$ cat config.mk
export PLATFORM = sky130hd
export DESIGN_NAME = nibble_serial_alu_ctrl_flat
export DESIGN_NICKNAME = d
export VERILOG_FILES = /design/src/rtl/nibble_serial_alu_ctrl_pkg.sv /design/src/rtl/nibble_serial_alu_ctrl_if.sv /design/src/rtl/nibble_serial_alu_ctrl_adder.sv /design/src/rtl/nibble_serial_alu_ctrl.sv /design/src/flat_wrapper.sv
export SDC_FILE = /design/constraint.sdc
export NUM_CORES = 1
export LEC_CHECK = 0
export BUFFER_PORTS_ARGS = -buffer_cell sky130_fd_sc_hd__clkbuf_2
export CAP_MARGIN = 0
export CORE_ASPECT_RATIO = 0.8
export CORE_MARGIN = 3
export CORE_UTILIZATION = 35
export DETAILED_ROUTE_END_ITERATION = 8
export SLEW_MARGIN = 25
export SYNTH_ARGS = -nofsm -noshare
export SYNTH_HDL_FRONTEND = slang
export SYNTH_SLANG_ARGS = --single-unit
$ cat constraint.sdc
create_clock -name clk -period 8.4 [get_ports clk]
set_clock_uncertainty 0.05 [all_clocks]
set_input_delay 0.84 -clock clk [delete_from_list [all_inputs] [get_ports clk]]
set_output_delay 0.84 -clock clk [all_outputs]
set_load 0.03 [all_outputs]
$ cat src/rtl/nibble_serial_alu_ctrl_pkg.sv
// rtl/nibble_serial_alu_ctrl_pkg.sv - shared types and constants for the nibble-serial add/sub controller
// Purpose: sequencer state encoding and the nibble width used by the controller.
// Ports: none (package).
package alu_ctrl_pkg;

    localparam int NIBBLE = 4;

    typedef enum logic [1:0] {
        ST_IDLE = 2'd0,
        ST_RUN  = 2'd1,
        ST_DONE = 2'd2
    } state_e;

endpackage

$ cat src/rtl/nibble_serial_alu_ctrl_if.sv
// rtl/nibble_serial_alu_ctrl_if.sv - request/response bundle for the nibble-serial add/sub controller
// Purpose: groups the start handshake, operands and result flags.
// Ports (master drives): start, sub, a, b.
// Ports (slave drives):  busy, done, result, cout, overflow, zero.
interface nibble_serial_alu_ctrl_if #(
    parameter int WIDTH = 32
);
    logic             start;
    logic             sub;
    logic [WIDTH-1:0] a;
    logic [WIDTH-1:0] b;
    logic             busy;
    logic             done;
    logic [WIDTH-1:0] result;
    logic             cout;
    logic             overflow;
    logic             zero;

    modport master (
        output start, sub, a, b,
        input  busy, done, result, cout, overflow, zero
    );

    modport slave (
        input  start, sub, a, b,
        output busy, done, result, cout, overflow, zero
    );
endinterface

$ cat src/rtl/nibble_serial_alu_ctrl_adder.sv
// rtl/nibble_serial_alu_ctrl_adder.sv - 4-bit ripple-carry adder shared by the serial controller
// Purpose: one nibble of addition with carry in/out.
// Ports: a, b (4-bit addends), cin (carry in), sum (4-bit), cout (carry out).
module _4bit_adder (
    input  logic [3:0] a,
    input  logic [3:0] b,
    input  logic       cin,
    output logic [3:0] sum,
    output logic       cout
);
    logic [4:0] carry;

    always_comb begin
        carry[0] = cin;
        for (int k = 0; k < 4; k++) begin
            sum[k]       = a[k] ^ b[k] ^ carry[k];
            carry[k + 1] = (a[k] & b[k]) | (carry[k] & (a[k] ^ b[k]));
        end
        cout = carry[4];
    end
endmodule

$ cat src/rtl/nibble_serial_alu_ctrl.sv
// rtl/nibble_serial_alu_ctrl.sv - multi-cycle WIDTH-bit add/subtract using one shared 4-bit adder
// Purpose: latches operands on start, adds one nibble per cycle LSB-first with the carry
//          chained through a flop, then pulses done for one cycle.
// Ports: clk, reset (sync, active-high);
//        bus.start/sub/a/b in; bus.busy/done/result/cout/overflow/zero out.
module nibble_serial_alu_ctrl
    import alu_ctrl_pkg::*;
#(
    parameter int WIDTH = 32
) (
    input  logic                     clk,
    input  logic                     reset,
    nibble_serial_alu_ctrl_if.slave  bus
);
    localparam int N    = WIDTH / NIBBLE;
    localparam int IDXW = (N > 1) ? $clog2(N) : 1;
    localparam logic [IDXW-1:0] LAST_IDX = IDXW'(N - 1);

    state_e           state_q, state_d;
    logic [IDXW-1:0]  idx_q, idx_d;
    logic [WIDTH-1:0] op_a_q, op_a_d;
    logic [WIDTH-1:0] op_b_q, op_b_d;
    logic             carry_q, carry_d;
    logic [WIDTH-1:0] result_q, result_d;
    // Set once the last nibble lands; keeps the flags at 0 after reset and
    // while an operation is still in flight.
    logic             valid_q, valid_d;

    logic [3:0] add_a, add_b, add_sum;
    logic       add_cout;

    _4bit_adder u_adder (
        .a    (add_a),
        .b    (add_b),
        .cin  (carry_q),
        .sum  (add_sum),
        .cout (add_cout)
    );

    always_comb begin
        add_a = '0;
        add_b = '0;
        for (int k = 0; k < N; k++) begin
            if (idx_q == IDXW'(k)) begin
                add_a = op_a_q[k*NIBBLE +: NIBBLE];
                add_b = op_b_q[k*NIBBLE +: NIBBLE];
            end
        end
    end

    always_comb begin
        state_d  = state_q;
        idx_d    = idx_q;
        op_a_d   = op_a_q;
        op_b_d   = op_b_q;
        carry_d  = carry_q;
        result_d = result_q;
        valid_d  = valid_q;
        case (state_q)
            ST_IDLE: begin
                if (bus.start) begin
                    op_a_d   = bus.a;
                    // Subtraction is A + ~B + 1: the +1 enters as the initial carry.
                    op_b_d   = bus.sub ? ~bus.b : bus.b;
                    carry_d  = bus.sub;
                    idx_d    = '0;
                    result_d = '0;
                    valid_d  = 1'b0;
                    state_d  = ST_RUN;
                end
            end
            ST_RUN: begin
                for (int k = 0; k < N; k++) begin
                    if (idx_q == IDXW'(k)) begin
                        result_d[k*NIBBLE +: NIBBLE] = add_sum;
                    end
                end
                carry_d = add_cout;
                if (idx_q == LAST_IDX) begin
                    idx_d   = '0;
                    valid_d = 1'b1;
                    state_d = ST_DONE;
                end else begin
                    idx_d = idx_q + 1'b1;
                end
            end
            ST_DONE: begin
                state_d = ST_IDLE;
            end
            default: begin
                state_d = ST_IDLE;
            end
        endcase
    end

    always_ff @(posedge clk) begin
        if (reset) begin
            state_q  <= ST_IDLE;
            idx_q    <= '0;
            op_a_q   <= '0;
            op_b_q   <= '0;
            carry_q  <= 1'b0;
            result_q <= '0;
            valid_q  <= 1'b0;
        end else begin
            state_q  <= state_d;
            idx_q    <= idx_d;
            op_a_q   <= op_a_d;
            op_b_q   <= op_b_d;
            carry_q  <= carry_d;
            result_q <= result_d;
            valid_q  <= valid_d;
        end
    end

    assign bus.busy     = (state_q == ST_RUN);
    assign bus.done     = (state_q == ST_DONE);
    assign bus.result   = result_q;
    assign bus.cout     = valid_q & carry_q;
    assign bus.overflow = valid_q & (op_a_q[WIDTH-1] == op_b_q[WIDTH-1])
                                  & (result_q[WIDTH-1] != op_a_q[WIDTH-1]);
    assign bus.zero     = valid_q & ~|result_q;
endmodule
$ cat src/flat_wrapper.sv
// flat-port wrapper written by rule: the top's interface ports become plain ports
module nibble_serial_alu_ctrl_flat import alu_ctrl_pkg::*;
#(
    parameter int WIDTH = 32
)
  (clk, reset, bus_start, bus_sub, bus_a, bus_b, bus_busy, bus_done, bus_result, bus_cout, bus_overflow, bus_zero);
  nibble_serial_alu_ctrl_if #(.WIDTH(WIDTH)) bus_i ();
  input  logic clk;
  input  logic reset;
  input wire logic [$bits(bus_i.start)-1:0] bus_start;
  input wire logic [$bits(bus_i.sub)-1:0] bus_sub;
  input wire logic [$bits(bus_i.a)-1:0] bus_a;
  input wire logic [$bits(bus_i.b)-1:0] bus_b;
  output wire logic [$bits(bus_i.busy)-1:0] bus_busy;
  output wire logic [$bits(bus_i.done)-1:0] bus_done;
  output wire logic [$bits(bus_i.result)-1:0] bus_result;
  output wire logic [$bits(bus_i.cout)-1:0] bus_cout;
  output wire logic [$bits(bus_i.overflow)-1:0] bus_overflow;
  output wire logic [$bits(bus_i.zero)-1:0] bus_zero;
  assign bus_i.start = bus_start;
  assign bus_i.sub = bus_sub;
  assign bus_i.a = bus_a;
  assign bus_i.b = bus_b;
  assign bus_busy = bus_i.busy;
  assign bus_done = bus_i.done;
  assign bus_result = bus_i.result;
  assign bus_cout = bus_i.cout;
  assign bus_overflow = bus_i.overflow;
  assign bus_zero = bus_i.zero;
  nibble_serial_alu_ctrl #(.WIDTH(WIDTH)) u_core (.clk(clk), .reset(reset), .bus(bus_i));
endmodule
==> results of run 1 <==
-- cell usage after synthesis (2+ instances only) --
cell type	number
nor2_1	59
a21oi_2	2
nand4_1	3
o32ai_1	5
dfxtp_1	103
a31oi_1	2
inv_1	23
a221oi_1	6
o21ai_1	3
buf_4	5
nor3_1	5
a32oi_1	4
a211oi_1	32
nor2b_1	7
nand3b_1	4
nand2_1	106
a21oi_1	64
clkbuf_1	18
nand2b_1	3
buf_2	23
nand3_1	19
and2_1	4
a2bb2oi_1	15
o221ai_1	5
buf_6	2
a22o_1	4
ha_1	6
nor3b_1	6
o21ai_0	14
or2_0	9
a221o_1	5
nor4_1	6
xnor2_1	32
fa_1	4
-- layout make-up --
type	instances	area, µm²	area share
Clock buffer	10	239	0.0406
Clock inverter	6	108	0.0183
Inverter	24	92.6	0.0157
Multi-Input combinational cell	441	2600	0.442
Sequential cell	103	2060	0.350
Tap cell	180	225	0.0383
Timing Repair Buffer	108	554	0.0942
-- cells by family after synthesis --
family / synth area share
compound gates: 0.218
xor+xnor: 0.0561
fa+ha+maj: 0.0310
buf+inv: 0.0678
flops: 0.413
simple gates: 0.215
-- sequential cells by signal, summed over array words and instances, names as in the netlist --
register           flops
u_core.idx_q           3
u_core.op_b_q         32
u_core.carry_q         1
u_core.op_a_q         32
u_core.bus.result     32
u_core.valid_q         1
u_core.state_q         2
-- worst reg2reg max path, stage by stage, from the launching register on --
cell and delay, ns:
dfxtp_1 0.75, inv_1 0.27, ha_1 0.49, or2_1 0.43, a21oi_1 0.17, o21ai_0 0.10, a221oi_1 0.38, fa_1 0.24
inv_1 0.05, fa_1 0.38, fa_1 0.39, fa_1 0.70, a2bb2oi_1 0.22, nor2_1 0.06
-- power by group through the flow --
stage	clock network, µW	registers, µW	logic [µW]
detailed placement	0	545	183
global route	506	536	204
finish	478	534	182
floorplan	0	541	131
CTS	489	534	184
global placement	0	544	180
-- per-stage QoR --
| stage | hold WS, ns | area (µm²) | utilization |
|---|---|---|---|
| floorplan | 0.386 | 5000 | - |
| global placement | 0.401 | 5530 | 0.403 |
| detailed placement | 0.400 | 5530 | 0.403 |
| CTS | 0.410 | 5880 | 0.428 |
| global route | 0.431 | 5880 | 0.428 |
| finish | 0.408 | 5880 | 0.428 |
-- final timing paths --
| path | from | endpoint | depth (start not counted) |
|---|---|---|---|
| max reg2reg | u_core.idx_q[2] | u_core.bus.result[31] | 13 |
| max | u_core.idx_q[2] | u_core.bus.result[31] | 13 |
| min | u_core.op_a_q[16] | u_core.op_a_q[16] | 2 |
| min reg2reg | u_core.op_a_q[16] | u_core.op_a_q[16] | 2 |
-- layer usage --
metal | share of wire | up-vias
li1 | - | 2287
met1 | 0.47 | 2096
met2 | 0.46 | 139
met3 | 0.054 | 23
met4 | 0.020 | 0
met5 | 0 | -
==> key figures, run 1 <==
STA
  – Setup ws final: 3.56 ns
  – Slew @ Worst Pin: 0.991 ns
  – Achievable Freq: 207 MHz
  – Setup tns final: 0 ns
  – Final setup violation count: 0
  – Slew Viols, Final: 0
  – Final min period: 4.84 ns
  – Relative slew margins: 0.339
  – Crit share post-route: 0.576
  – RSZ-0062 raised after global routing: no
  – Final hold vios: 0

Clocking
  – Hold-fix buffer count after cts: 0
  – Root Driver: clkbuf_16
  – CTS Buf Count: 9
  – CTS tree: built
  – PostCTS Resize Cnt: 0
  – Worst-Skew Late Latency: 0.35 ns
  – CTS Buffer Depth: 2
  – Post-CTS Setup Inserts: 0
  – Worst-path clk slew: 0.07 ns
  – # clock sinks: 103
  – CTS HTree Levels: 3

Setup path
  – CP Capture Type: flop
  – Worst path most repeated cell: fa_1
  – Crit path launch type: flop
  – Crit path buffers/inverters: 2
  – Crit path kind: flop to flop
  – FF-to-FF setup slack: 3.56 ns
  – Largest delay contributor family on the critical path: adder cells
  – Crit-path max cell delay: 0.75 ns
  – Critical path cell sequence: inv_1 -> ha_1 -> or2_1 -> a21oi_1 -> o21ai_0 -> a221oi_1 -> fa_1 -> inv_1 -> fa_1 -> fa_1 -> fa_1 -> a2bb2oi_1 -> nor2_1
  – Required @ worst endpoint: 8.56 ns
  – Crit-path max FO: 19
  – Slowest cell on the critical path: dfxtp_1
  – Arrival time worst endpoint: 4.99 ns

Global routing
  – Antenna violations before repair: 0
  – Total congestion overflow: 0
  – GRT Overall Usage: 0.171
  – Largest net degree at the start of global routing: 104
  – Vias in the first global route: 4367
  – GRT met1 Usage: 0.234
  – Grt met3 use: 0.0418
  – First-pass GRT wire length: 22.1 mm
  – Routing usage on met2: 0.269
  – Busiest grt layer: met2

Drt
  – Initial DRC Count: 402
  – First-pass detailed-route iteration total: 5
  – Post-DR vias/cell: 5.21
  – Vias: 4545
  – # DRC: 0
  – WL/cell: 15.6 µm
  – Antenna viol nets, final: 0
  – Drt total wl: 13.6 mm

Pwr
  – P_leak: 0.00227 µW
  – Power per Cell Area: 203 nW/µm²
  – Internal power: 888 µW
  – Total power: 1190 µW
  – Sw Pwr: 306 µW
  – Reg power frac: 0.447
  – Clock power share: 0.401
  – Peak supply drop: 0.105 mV
  – Net Sw Frac: 0.256
  – Comb pwr share: 0.152

Placement
  – Post-placement worst setup slack: 3.61 ns
  – Post-Place Cells: 856
  – Hpwl dp: 9.72 mm
  – Placer Congestion: 0.834
  – Port Buffers: 104

Outcome
  – Outcome: finished clean

Logic synthesis
  – Cells after Synth: 617
  – Synthesized cell area: 5000 µm²
  – Cell taking the most area after synthesis: dfxtp_1
  – Post-synth top area share: 0.413
  – Post-synth EDFFs: 0
  – Ys async rst share: 0
  – Synth unique cells: 43
  – Synthesized flop and latch total: 103
  – Predominant post-synthesis flop cell: dfxtp_1
  – Synth area leaders: dfxtp_1 41%, nand2_1 8.0%, a21oi_1 6.4%, xnor2_1 5.6%, a211oi_1 4.8%
  – Syn Nets: 695
  – Synth Area per Inst: 8.10 µm²
  – Ys Warns: 0
  – Sequential cell area fraction in the yosys report: 0.413

Layout
  – Non-Filler Instances: 872
  – Most frequent cells in the layout: 106 x nand2_1, 103 x clkbuf_2, 103 x dfxtp_1, 64 x a21oi_1, 59 x nor2_1
  – Antenna cells: 0
  – Layout cell share with drive strength beyond 1: 0.189
  – Fill cell count: 1396
  – Final-stage net count: 765
  – Commonest non-fill, non-tap cell in the layout: nand2_1
  – Area grow syn2layout: 17.7%

Floorplanning
  – Die area: 15800 µm²
  – Die H: 113 µm
  – Core Rows: 38
  – DIE WIDTH: 140 µm
  – Total core area: 13700 µm²
  – Num ports: 105
  – Initial Utilization: 0.364

Job
  – Max-Cap Viols: 0

Worst hold path
  – Worst Hold Class: flop to flop
Power figures use the tool's default switching activity.
==> run 2: changes to the inputs <==
--- a/config.mk
+++ b/config.mk
@@ -5,6 +5,7 @@
 export SDC_FILE = /design/constraint.sdc
 export NUM_CORES = 1
 export LEC_CHECK = 0
+export ABC_AREA = 1
 export BUFFER_PORTS_ARGS = -buffer_cell sky130_fd_sc_hd__clkbuf_2
 export CAP_MARGIN = 0
 export CORE_ASPECT_RATIO = 0.8
==> constraint.sdc (replaced) <==
create_clock -name clk -period 4.9 [get_ports clk]
set_clock_uncertainty 0.05 [all_clocks]
set_input_delay 0.49 -clock clk [delete_from_list [all_inputs] [get_ports clk]]
set_output_delay 0.49 -clock clk [all_outputs]
set_load 0.03 [all_outputs]
==> run 2 against run 1 <==
Effect of this change:
- sequential power is 76% higher
- core utilization rose by 0.13 points
- critical path depth is the same
- die area grew 1.8%
==> key figures, run 2 <==
Global routing
  – First-pass GRT wire length: 21.4 mm (was 22.1 mm)
  – GRT Overall Usage: 0.165 (was 0.171)
  – Vias in the first global route: 4184 (was 4367)
  – Total congestion overflow: 0 (unchanged)
  – Largest net degree at the start of global routing: 79 (was 104)
  – Antenna violations before repair: 0 (unchanged)

Logic synthesis
  – Commonest cells post-synth: 143 x nand2_1, 112 x nor2_1, 103 x dfxtp_1 (was 106 x nand2_1, 103 x dfxtp_1, 64 x a21oi_1)
  – Syn Nets: 781 (was 695)
  – Synth unique cells: 38 (was 43)
  – Synthesized cell area: 5090 µm² (was 5000 µm²)
  – Post-synth EDFFs: 0 (unchanged)
  – Cell taking the most area after synthesis: dfxtp_1 (unchanged)
  – Predominant post-synthesis flop cell: dfxtp_1 (unchanged)
  – Synth area leaders: dfxtp_1 40%, nand2_1 11%, nor2_1 8.3%, o21ai_0 6.2%, a21oi_1 6.0% (was dfxtp_1 41%, nand2_1 8.0%, a21oi_1 6.4%, xnor2_1 5.6%, a211oi_1 4.8%)
  – Cells after Synth: 703 (was 617)
  – Ys async rst share: 0 (unchanged)
  – Ys Warns: 0 (unchanged)
  – Synthesized flop and latch total: 103 (unchanged)
  – Top-count cell post-synth: nand2_1 (unchanged)
  – Sequential cell area fraction in the yosys report: 0.405 (was 0.413)
  – Post-synth top area share: 0.405 (was 0.413)
  – Synth Area per Inst: 7.24 µm² (was 8.10 µm²)

Layout
  – Commonest non-fill, non-tap cell in the layout: nand2_1 (unchanged)
  – Area grow syn2layout: 17.1% (was 17.7%)
  – Design area: 5960 µm² (was 5880 µm²)
  – Final-stage net count: 863 (was 765)
  – Layout cell share with drive strength beyond 1: 0.193 (was 0.189)
  – Antenna cells: 0 (unchanged)
  – Fill cell count: 1521 (was 1396)
  – Non-Filler Instances: 969 (was 872)
  – Most frequent cells in the layout: 143 x nand2_1, 112 x nor2_1, 103 x clkbuf_2, 103 x dfxtp_1, 63 x o21ai_0 (was 106 x nand2_1, 103 x clkbuf_2, 103 x dfxtp_1, 64 x a21oi_1, 59 x nor2_1)

Drt
  – Antenna viol nets, final: 0 (unchanged)
  – Initial DRC Count: 293 (was 402)
  – # DRC: 0 (unchanged)
  – Met2 wire length: 5.31 mm (was 6.18 mm)
  – Vias: 4524 (was 4545)
  – Highest routed layer: met4 (unchanged)
  – Post-DR vias/cell: 4.67 (was 5.21)
  – Metal-1 WL: 6.86 mm (was 6.38 mm)
  – WL/cell: 13.4 µm (was 15.6 µm)
  – First-pass detailed-route iteration total: 5 (unchanged)
  – DR WL met3: 662 µm (was 728 µm)
  – Drt total wl: 13.0 mm (was 13.6 mm)

Setup path
  – Critical path cell sequence: ha_1 -> clkinv_1 -> o21ai_0 -> inv_1 -> a21oi_1 -> fa_1 -> inv_1 -> fa_1 -> fa_1 -> fa_1 -> nor2_4 -> nand2_1 -> a21oi_1 (was inv_1 -> ha_1 -> or2_1 -> a21oi_1 -> o21ai_0 -> a221oi_1 -> fa_1 -> inv_1 -> fa_1 -> fa_1 -> fa_1 -> a2bb2oi_1 -> nor2_1)
  – FF-to-FF setup slack: 0.99 ns (was 3.56 ns)
  – Reg2reg end: u_core.bus.result[23] (was u_core.bus.result[31])
  – Crit path kind: flop to flop (unchanged)
  – Largest delay contributor family on the critical path: adder cells (unchanged)
  – Crit-path max FO: 10 (was 19)
  – Crit-path max cell delay: 0.57 ns (was 0.75 ns)
  – Arrival time worst endpoint: 4.14 ns (was 4.99 ns)
  – Slowest cell on the critical path: dfxtp_1 (unchanged)
  – Required @ worst endpoint: 5.13 ns (was 8.56 ns)
  – Worst R2R Start: u_core.idx_q[2] (unchanged)
  – Worst path most repeated cell: fa_1 (unchanged)
  – Length in cells of the worst reg-to-reg path: 13 (unchanged)
  – Crit path buffers/inverters: 3 (was 2)
  – CP Capture Type: flop (unchanged)
  – Crit path launch type: flop (unchanged)

Clocking
  – PostCTS Resize Cnt: 0 (unchanged)
  – Post-CTS Setup Inserts: 0 (unchanged)
  – CTS Buf Count: 9 (unchanged)
  – Worst-path clk slew: 0.07 ns (about the same)
  – Hold-fix buffer count after cts: 0 (unchanged)
  – Worst-Skew Late Latency: 0.35 ns (about the same)
  – CTS Buffer Depth: 2 (unchanged)
  – CTS HTree Levels: 3 (unchanged)
  – CTS tree: built (unchanged)
  – Root Driver: clkbuf_16 (unchanged)
  – # clock sinks: 103 (unchanged)

STA
  – Final setup violation count: 0 (unchanged)
  – Achievable Freq: 256 MHz (was 207 MHz)
  – Slew @ Worst Pin: 0.965 ns (was 0.991 ns)
  – Slew Viols, Final: 0 (unchanged)
  – Crit share post-route: 0.798 (was 0.576)
  – Setup tns final: 0 ns (unchanged)
  – Setup ws final: 0.991 ns (was 3.56 ns)
  – Relative slew margins: 0.357 (was 0.339)
  – RSZ-0062 raised after global routing: no (unchanged)
  – Final min period: 3.91 ns (was 4.84 ns)
  – Final hold vios: 0 (unchanged)

Floorplanning
  – Core Rows: 38 (unchanged)
  – Total core area: 13900 µm² (was 13700 µm²)
  – Die H: 114 µm (was 113 µm)
  – Num ports: 105 (unchanged)
  – DIE WIDTH: 141 µm (was 140 µm)
  – Initial Utilization: 0.367 (was 0.364)
  – Die area: 16000 µm² (was 15800 µm²)

Worst hold path
  – Worst hold endpoint: u_core.op_a_q[17] (was u_core.op_a_q[16])
  – Hold Startpoint: bus_a[17] (was u_core.op_a_q[16])
  – Worst Hold Class: input pin to flop (was flop to flop)
  – WHS Path Cells: 3 (was 2)

Placement
  – Port Buffers: 104 (unchanged)
  – Post-Place Cells: 954 (was 856)
  – Hpwl dp: 9.45 mm (was 9.72 mm)
  – Placer Congestion: 0.831 (was 0.834)
  – Post-placement worst setup slack: 1.00 ns (was 3.61 ns)
  – Placed Area: 5670 µm² (was 5530 µm²)

Outcome
  – Outcome: finished clean (unchanged)

Job
  – Max-Cap Viols: 0 (unchanged)

Pwr
  – Power per Cell Area: 345 nW/µm² (was 203 nW/µm²)
  – Total power: 2050 µW (was 1190 µW)
  – Peak supply drop: 0.172 mV (was 0.105 mV)
  – P_leak: 0.00264 µW (was 0.00227 µW)
run 2: cell count changes after synthesis, moves of 7 or more:
cell       before  now
nor2_1         59  112
buf_2          23   14
a2bb2oi_1      15    1
nand3_1        19   26
a211oi_1       32   14
nand2_1       106  143
nor2b_1         7    0
or2_0           9    2
o21ai_0        14   63
inv_1          23   57
xnor2_1        32   13
xor2_1          0   19
run 2: final cells by class:
class / count / area (µm²) / share of cell area
clock buffer: 10 / 239 / 0.0401
clock inverter: 5 / 57.6 / 0.00965
inverter: 67 / 256 / 0.0430
multi-input combinational: 497 / 2580 / 0.433
sequential: 103 / 2060 / 0.346
tap: 180 / 225 / 0.0378
timing repair buffer: 107 / 543 / 0.0911
run 2: cell families after synthesis:
family / Yosys count / synth area share
DFF: 103 / 0.405
and+or+nand+nor: 305 / 0.253
xor gates and xnor gates: 32 / 0.0550
AOI/OAI and AO/OA: 150 / 0.168
adders and majority gates: 10 / 0.0305
buffers and inverters: 103 / 0.0885
run 2: how the worst max path moves through the flow:
stage	to	startpoint	cells past startpoint	slack, ns
after global routing	u_core.bus.result[7]	u_core.idx_q[2]	13	0.62
final	u_core.bus.result[23]	u_core.idx_q[2]	13	0.99
after detailed placement	u_core.bus.result[15]	u_core.idx_q[2]	13	1.00
after CTS	u_core.bus.result[23]	u_core.idx_q[2]	13	0.98
after floorplan	u_core.bus.result[11]	u_core.idx_q[1]	15	1.53
after global placement	u_core.bus.result[15]	u_core.idx_q[2]	13	1.01
run 2: through the flow:
stage,utilization,hold slack (ns)
floorplan,-,0.375
global placement,0.408,0.403
detailed placement,0.408,0.399
CTS,0.430,0.337
global route,0.430,0.348
finish,0.430,0.342
run 2: worst reg2reg max path: cells and delay by family (launching register included):
kind                     cells  cell delay [ns]
AO/OA/AOI/OAI                3             0.50
AND/OR/NAND/NOR              2             0.31
buffers and inverters        3             0.49
adder cells (fa/ha/maj)      5             1.91
flip-flops                   1             0.57
run 2: where the power goes:
group	internal, µW	switching (µW)	leakage, µW
combinational	138	252	0.00164
clock	408	317	0.000149
sequential	900	39.0	0.000847
run 2: routing by layer:
metal | vias up | global-route usage
met5 | - | 0
met4 | 0 | 0.0420
met3 | 14 | 0.0365
met2 | 114 | 0.232
met1 | 1987 | 0.253
li1 | 2409 | -
